File: src/rtl/avalon_st_width_downsizer_if.sv
// rtl/avalon_st_width_downsizer_if.sv - Avalon-ST beat bundle (data/valid/rdy/sop/eop/empty)
interface avalon_st_width_downsizer_if #(
   parameter int BYTES = 16
);
   localparam int EMPTY_W = (BYTES > 1) ? $clog2(BYTES) : 1;

   logic [BYTES*8-1:0] data;
   logic               valid;
   logic               rdy;
   logic               sop;
   logic               eop;
   logic [EMPTY_W-1:0] empty;

   modport master (output data, valid, sop, eop, empty, input rdy);
   modport slave  (input data, valid, sop, eop, empty, output rdy);
endinterface

File: src/rtl/avalon_st_width_downsizer.sv
// rtl/avalon_st_width_downsizer.sv - Avalon-ST width downsizer, one wide beat into up to IN/OUT narrow slices
module avalon_st_width_downsizer #(
   parameter int IN_BYTES  = 16,
   parameter int OUT_BYTES = 4
) (
   input  logic                               clk,
   input  logic                               rst,
   avalon_st_width_downsizer_if.slave         in_i,
   avalon_st_width_downsizer_if.master        out_o
);
   localparam int R  = IN_BYTES / OUT_BYTES;
   localparam int IW = $clog2(IN_BYTES);
   localparam int OW = $clog2(OUT_BYTES);
   localparam int KW = $clog2(R);
   localparam int SW = OUT_BYTES * 8;

   localparam logic [IW:0] IN_BYTES_W  = (IW+1)'(IN_BYTES);
   localparam logic [IW:0] OUT_ROUND_W = (IW+1)'(OUT_BYTES - 1);
   localparam logic [IW:0] ONE_W       = (IW+1)'(1);

   typedef enum logic {IDLE, SEND} state_t;

   state_t              state_q;
   logic [IN_BYTES*8-1:0] hold_q;
   logic [KW-1:0]       k_q;
   logic [KW-1:0]       last_q;
   logic                eop_q;
   logic [OW-1:0]       pad_q;
   logic                out_valid_q;
   logic                out_sop_q;
   logic                out_eop_q;
   logic [OW-1:0]       out_empty_q;

   logic                at_last;
   logic                out_fire;
   logic                in_rdy;
   logic                in_fire;
   logic [KW-1:0]       k_next;

   logic [IW:0]         cap_v;
   logic [IW:0]         cap_n;
   logic [IW:0]         cap_bytes;
   logic [KW-1:0]       cap_last;
   logic [OW-1:0]       cap_pad;

   assign at_last  = (k_q == last_q);
   assign k_next   = k_q + KW'(1);
   assign out_fire = out_valid_q && out_o.rdy;
   assign in_rdy   = !rst && ((state_q == IDLE) ||
                              ((state_q == SEND) && at_last && out_o.rdy));
   assign in_fire  = in_i.valid && in_rdy;

   // Slice count and final-slice padding for the beat being captured;
   // non-eop beats always expand to the full R slices.
   always_comb begin
      cap_v     = in_i.eop ? (IN_BYTES_W - {1'b0, in_i.empty}) : IN_BYTES_W;
      cap_n     = (cap_v + OUT_ROUND_W) >> OW;
      cap_bytes = cap_n << OW;
      cap_last  = KW'(cap_n - ONE_W);
      cap_pad   = OW'(cap_bytes - cap_v);
   end

   always_ff @(posedge clk) begin
      if (rst) begin
         state_q     <= IDLE;
         hold_q      <= '0;
         k_q         <= '0;
         last_q      <= '0;
         eop_q       <= 1'b0;
         pad_q       <= '0;
         out_valid_q <= 1'b0;
         out_sop_q   <= 1'b0;
         out_eop_q   <= 1'b0;
         out_empty_q <= '0;
      end else if (in_fire) begin
         state_q     <= SEND;
         hold_q      <= in_i.data;
         k_q         <= '0;
         last_q      <= cap_last;
         eop_q       <= in_i.eop;
         pad_q       <= cap_pad;
         out_valid_q <= 1'b1;
         out_sop_q   <= in_i.sop;
         out_eop_q   <= in_i.eop && (cap_last == '0);
         out_empty_q <= (in_i.eop && (cap_last == '0)) ? cap_pad : '0;
      end else if (out_fire) begin
         if (at_last) begin
            state_q     <= IDLE;
            out_valid_q <= 1'b0;
            out_sop_q   <= 1'b0;
            out_eop_q   <= 1'b0;
            out_empty_q <= '0;
         end else begin
            // The held beat shifts toward the MS end so the current slice is always on top.
            hold_q      <= hold_q << SW;
            k_q         <= k_next;
            out_sop_q   <= 1'b0;
            out_eop_q   <= eop_q && (k_next == last_q);
            out_empty_q <= (eop_q && (k_next == last_q)) ? pad_q : '0;
         end
      end
   end

   assign in_i.rdy    = in_rdy;
   assign out_o.data  = hold_q[IN_BYTES*8-1 -: SW];
   assign out_o.valid = out_valid_q;
   assign out_o.sop   = out_sop_q;
   assign out_o.eop   = out_eop_q;
   assign out_o.empty = out_empty_q;
endmodule

File: src/flat_wrapper.sv
// flat-port wrapper written by rule: the top's interface ports become plain ports
module avalon_st_width_downsizer_flat 
#(
   parameter int IN_BYTES  = 16,
   parameter int OUT_BYTES = 4
)
  (clk, rst, in_i_data, in_i_valid, in_i_sop, in_i_eop, in_i_empty, in_i_rdy, out_o_data, out_o_valid, out_o_sop, out_o_eop, out_o_empty, out_o_rdy);
  avalon_st_width_downsizer_if #(.BYTES(16)) in_i_i ();
  avalon_st_width_downsizer_if #(.BYTES(4)) out_o_i ();
  input  logic clk;
  input  logic rst;
  input wire logic [$bits(in_i_i.data)-1:0] in_i_data;
  input wire logic [$bits(in_i_i.valid)-1:0] in_i_valid;
  input wire logic [$bits(in_i_i.sop)-1:0] in_i_sop;
  input wire logic [$bits(in_i_i.eop)-1:0] in_i_eop;
  input wire logic [$bits(in_i_i.empty)-1:0] in_i_empty;
  output wire logic [$bits(in_i_i.rdy)-1:0] in_i_rdy;
  output wire logic [$bits(out_o_i.data)-1:0] out_o_data;
  output wire logic [$bits(out_o_i.valid)-1:0] out_o_valid;
  output wire logic [$bits(out_o_i.sop)-1:0] out_o_sop;
  output wire logic [$bits(out_o_i.eop)-1:0] out_o_eop;
  output wire logic [$bits(out_o_i.empty)-1:0] out_o_empty;
  input wire logic [$bits(out_o_i.rdy)-1:0] out_o_rdy;
  assign in_i_i.data = in_i_data;
  assign in_i_i.valid = in_i_valid;
  assign in_i_i.sop = in_i_sop;
  assign in_i_i.eop = in_i_eop;
  assign in_i_i.empty = in_i_empty;
  assign in_i_rdy = in_i_i.rdy;
  assign out_o_data = out_o_i.data;
  assign out_o_valid = out_o_i.valid;
  assign out_o_sop = out_o_i.sop;
  assign out_o_eop = out_o_i.eop;
  assign out_o_empty = out_o_i.empty;
  assign out_o_i.rdy = out_o_rdy;
  avalon_st_width_downsizer #(.IN_BYTES(IN_BYTES), .OUT_BYTES(OUT_BYTES)) u_core (.clk(clk), .rst(rst), .in_i(in_i_i), .out_o(out_o_i));
endmodule
File: config.mk
export PLATFORM = sky130hd
export DESIGN_NAME = avalon_st_width_downsizer_flat
export DESIGN_NICKNAME = d
export VERILOG_FILES = /design/src/rtl/avalon_st_width_downsizer_if.sv /design/src/rtl/avalon_st_width_downsizer.sv /design/src/flat_wrapper.sv
export SDC_FILE = /design/constraint.sdc
export NUM_CORES = 1
export LEC_CHECK = 0
export ABC_AREA = 1
export BUFFER_PORTS_ARGS = -buffer_cell sky130_fd_sc_hd__buf_2
export CAP_MARGIN = 10
export CORE_AREA = 4 4 135 137
export CTS_BUF_LIST = sky130_fd_sc_hd__clkbuf_8
export CTS_CLUSTER_SIZE = 10
export DETAILED_ROUTE_END_ITERATION = 8
export DIE_AREA = 0 0 139 141
export GPL_ROUTABILITY_DRIVEN = 1
export GPL_TIMING_DRIVEN = 0
export SLEW_MARGIN = 20
export SYNTH_ARGS = -nofsm -noshare
export SYNTH_HDL_FRONTEND = slang
export SYNTH_SLANG_ARGS = --single-unit
File: constraint.sdc
create_clock -name clk -period 2.6 [get_ports clk]
set_clock_uncertainty 0.2 [all_clocks]
set_input_delay 0.26 -clock clk [delete_from_list [all_inputs] [get_ports clk]]
set_output_delay 0.26 -clock clk [all_outputs]
set_load 0.01 [all_outputs]
==> results.json <==
{
  "peakVddDrop_mv": 0.320,
  "num_rows": 48,
  "clkPwrFrac_pct": 37.8,
  "switching_share_pct": 26.2,
  "finalSetupViolCount": 0,
  "r2r_end": "u_core.pad_q[1]$_SDFFE_PP0P_",
  "place.gp.congestion": 0.851,
  "power.internal_w": 0.00390,
  "path_max_fanout": 3,
  "syn_nets": 1179,
  "cts_tree": "done",
  "yosysWarnings": 0,
  "wirelength_um": 20700,
  "synth_top_cell_by_area": "dfxtp_1",
  "grt_max_degree": 17,
  "fmaxAchievable_mhz": 431,
  "postCtsSetupBuffers": 0,
  "mostFrequentLayoutCell": "nand2_1",
  "power_leakage_nw": 4.64,
  "ys_ff_latch": 140,
  "fin_cells": 1598,
  "cts-htree-levels": 4,
  "clk_pin_slew_ns": 0.07,
  "cts_buffers": 17,
  "viasPerCell": 4.39,
  "crit_path_end_kind": "flip-flop",
  "drtIter0Drc": 370,
  "ant_nets": 0,
  "wire_per_inst_um": 13.0,
  "synth_area_leaders": "dfxtp_1 42%, nand2_1 16%, nor2_1 13%",
  "dp_cells": 1438,
  "vias": 7016,
  "yosys.area.top_type_share_pct": 41.7,
  "setup_slack_ns": 0.279,
  "drv_slew": 0,
  "cellPowerDensity_mw_per_mm2": 550,
  "ys_types": 24,
  "holdPathStages": 5,
  "p_seq_share_pct": 44.7,
  "antenna_cells": 0,
  "clock_path_buffers": 2,
  "grt_pass1_vias": 6638,
  "dp_hpwl_um": 14700,
  "rsz0062_at_grt": "no",
  "dp_slack_ns": 0.319,
  "nNetsFinal": 1500,
  "met1_usage_pct": 28.6,
  "worstRegToRegCells": 10,
  "drc": 0,
  "pwr-share-comb_pct": 17.6,
  "start_kind": "input port",
  "grt.total_usage_pct": 20.9,
  "switchingPower_w": 0.00139,
  "cp.arrival_ns": 2.51,
  "met3_usage_pct": 4.00,
  "drive_gt1_share_pct": 21.3,
  "cts_sinks": 140,
  "fin_crit_sh_pct": 89.3,
  "grt_pass1_wl_um": 33200,
  "portBuffers": 174,
  "whs_endpoint": "u_core.hold_q[36]$_SDFFE_PP0P_",
  "cap_viol_max_count": 0,
  "slew_headroom_pct": 55.3,
  "die-area_mm2": 0.0196,
  "die_x_um": 139,
  "syn_area_mm2": 0.00673,
  "hold_viol_final": 0,
  "core-area_mm2": 0.0171,
  "ys_seq_area_share_pct": 41.7,
  "r2r_setup_slack_ns": 0.30,
  "grt_remaining_overflow": 0,
  "clk_latency_ns": 0.45,
  "start_util_pct": 39.4,
  "ios": 176,
  "grt.met2_usage_pct": 34.1,
  "antenna_found_initial": 0,
  "worstSetupPathType": "in2reg",
  "die_height_um": 141,
  "cts-root-buf": "clkbuf_8",
  "worstReg2RegStart": "u_core.k_q[0]$_SDFFE_PP0P_",
  "final_cell_mix": "282 x nand2_1, 234 x nor2_1, 205 x buf_2",
  "drt_pass1_iterations": 5,
  "status": "finished clean",
  "avgSynthCellArea_um2": 6.48,
  "critPathRequiredTime_ns": 2.79,
  "fin_crit_ns": 2.32,
  "grt_busiest_layer": "met2",
  "worst_pin_slew_ns": 0.671,
  "hold_start": "in_i_data[36]",
  "hold_class": "in2reg",
  "syn2layout_area_growth_pct": 42.9,
  "synth_cells": 1039,
  "tns_ns": 0
}
-- layout make-up --
type | count | area, µm²
fill | 1761 | 7440
timing repair buffer | 302 | 2150
inverter | 87 | 327
tap | 225 | 282
multi-input combinational | 715 | 2990
clock buffer | 18 | 248
sequential | 140 | 2800
clock inverter | 14 | 203
buffer | 97 | 609
-- timing repair --
item,in CTS,in global routing
gates resized for setup,0,1
setup endpoints to repair,0,1
endpoints found under the hold margin,126,0
hold buffers,128,0
-- Yosys cell counts --
| master | count |
|---|---|
| buf_4 | 43 |
| nor3_1 | 2 |
| a21oi_1 | 68 |
| nand2_1 | 282 |
| ha_1 | 2 |
| buf_1 | 2 |
| buf_6 | 6 |
| nand3_1 | 104 |
| clkbuf_1 | 15 |
| inv_2 | 5 |
| nor2_4 | 1 |
| nor2_1 | 234 |
| o211ai_1 | 1 |
| o21ai_0 | 12 |
| nor3b_1 | 1 |
| nand4_1 | 3 |
| xor2_1 | 1 |
| nand3_2 | 1 |
| buf_2 | 31 |
| and2_4 | 1 |
| nand2_2 | 1 |
| nand3_4 | 1 |
| inv_1 | 82 |
| dfxtp_1 | 140 |
-- layer usage --
layer | vias up | part of all wire [%]
met5 | - | 0
met4 | 0 | 1.2
li1 | 3804 | -
met3 | 24 | 4.4
met1 | 3020 | 49
met2 | 168 | 45
-- worst max-delay path, cell delays in order --
cell and delay [ns]:
dlygate4sd3_1 0.53, buf_2 0.13, inv_1 0.07, ha_1 0.29, o21ai_1 0.21, nor2_1 0.09
xor2_1 0.15, ha_1 0.20, inv_1 0.06, nor3_1 0.15, nand4_1 0.13, nand2_1 0.12
nor2_1 0.04, nor2_1 0.07
-- worst max-delay path by stage --
| stage | endpoint | depth (start not counted) | slack (ns) | start |
|---|---|---|---|---|
| 6_report | u_core.out_o.empty[1]$_SDFFE_PP0P_ | 14 | 0.28 | in_i_empty[0] |
| 5_1_grt | u_core.out_o.empty[1]$_SDFFE_PP0P_ | 17 | 0.04 | in_i_empty[0] |
| 4_1_cts | u_core.out_o.empty[1]$_SDFFE_PP0P_ | 14 | 0.25 | in_i_empty[0] |
| 3_5_place_dp | u_core.out_o.empty[1]$_SDFFE_PP0P_ | 14 | 0.32 | in_i_empty[0] |
| 3_3_place_gp | u_core.out_o.empty[1]$_SDFFE_PP0P_ | 13 | 0.34 | in_i_empty[0] |
| 2_1_floorplan | u_core.out_o.empty[0]$_SDFFE_PP0P_ | 13 | 0.70 | in_i_empty[0] |
-- cell families (layout without fill, tap and decap cells) --
| kind of cell | count (synthesis) | after routing | share of synthesized area (%) |
|---|---|---|---|
| flops | 140 | 140 | 41.7 |
| fa+ha+maj | 2 | 2 | 0.372 |
| xor+xnor | 1 | 1 | 0.130 |
| simple gates | 631 | 631 | 37.9 |
| buf+inv | 184 | 518 | 13.9 |
| compound gates | 81 | 81 | 6.06 |
-- through the flow --
stage	hold slack (ns)	utilization (%)	total power [W]	instance area, µm²
5_1_grt	0.0477	56.4	0.00556	9610
3_3_place_gp	0.250	46.2	0.00318	7880
3_5_place_dp	0.253	46.2	0.00319	7880
2_1_floorplan	0.195	-	0.00290	6730
6_report	0.0284	56.4	0.00529	9610
4_1_cts	0.000406	56.4	0.00533	9610
-- state kept, by name (all words and copies together), names as in the netlist --
register / flops
u_core.out_o.sop: 1
u_core.k_q: 2
u_core.out_o.eop: 1
u_core.out_o.empty: 2
u_core.pad_q: 2
u_core.state_q: 1
u_core.hold_q: 128
u_core.last_q: 2
u_core.eop_q: 1
-- power groups by stage --
stage               registers, W  logic [W]  clock network, W
detailed placement       0.00241   0.000778                 0
global placement         0.00241   0.000772                 0
CTS                      0.00236   0.000927           0.00204
global route             0.00238    0.00104           0.00214
finish                   0.00236   0.000929           0.00200
floorplan                0.00239   0.000509                 0
(Power assumes the default switching activity.)
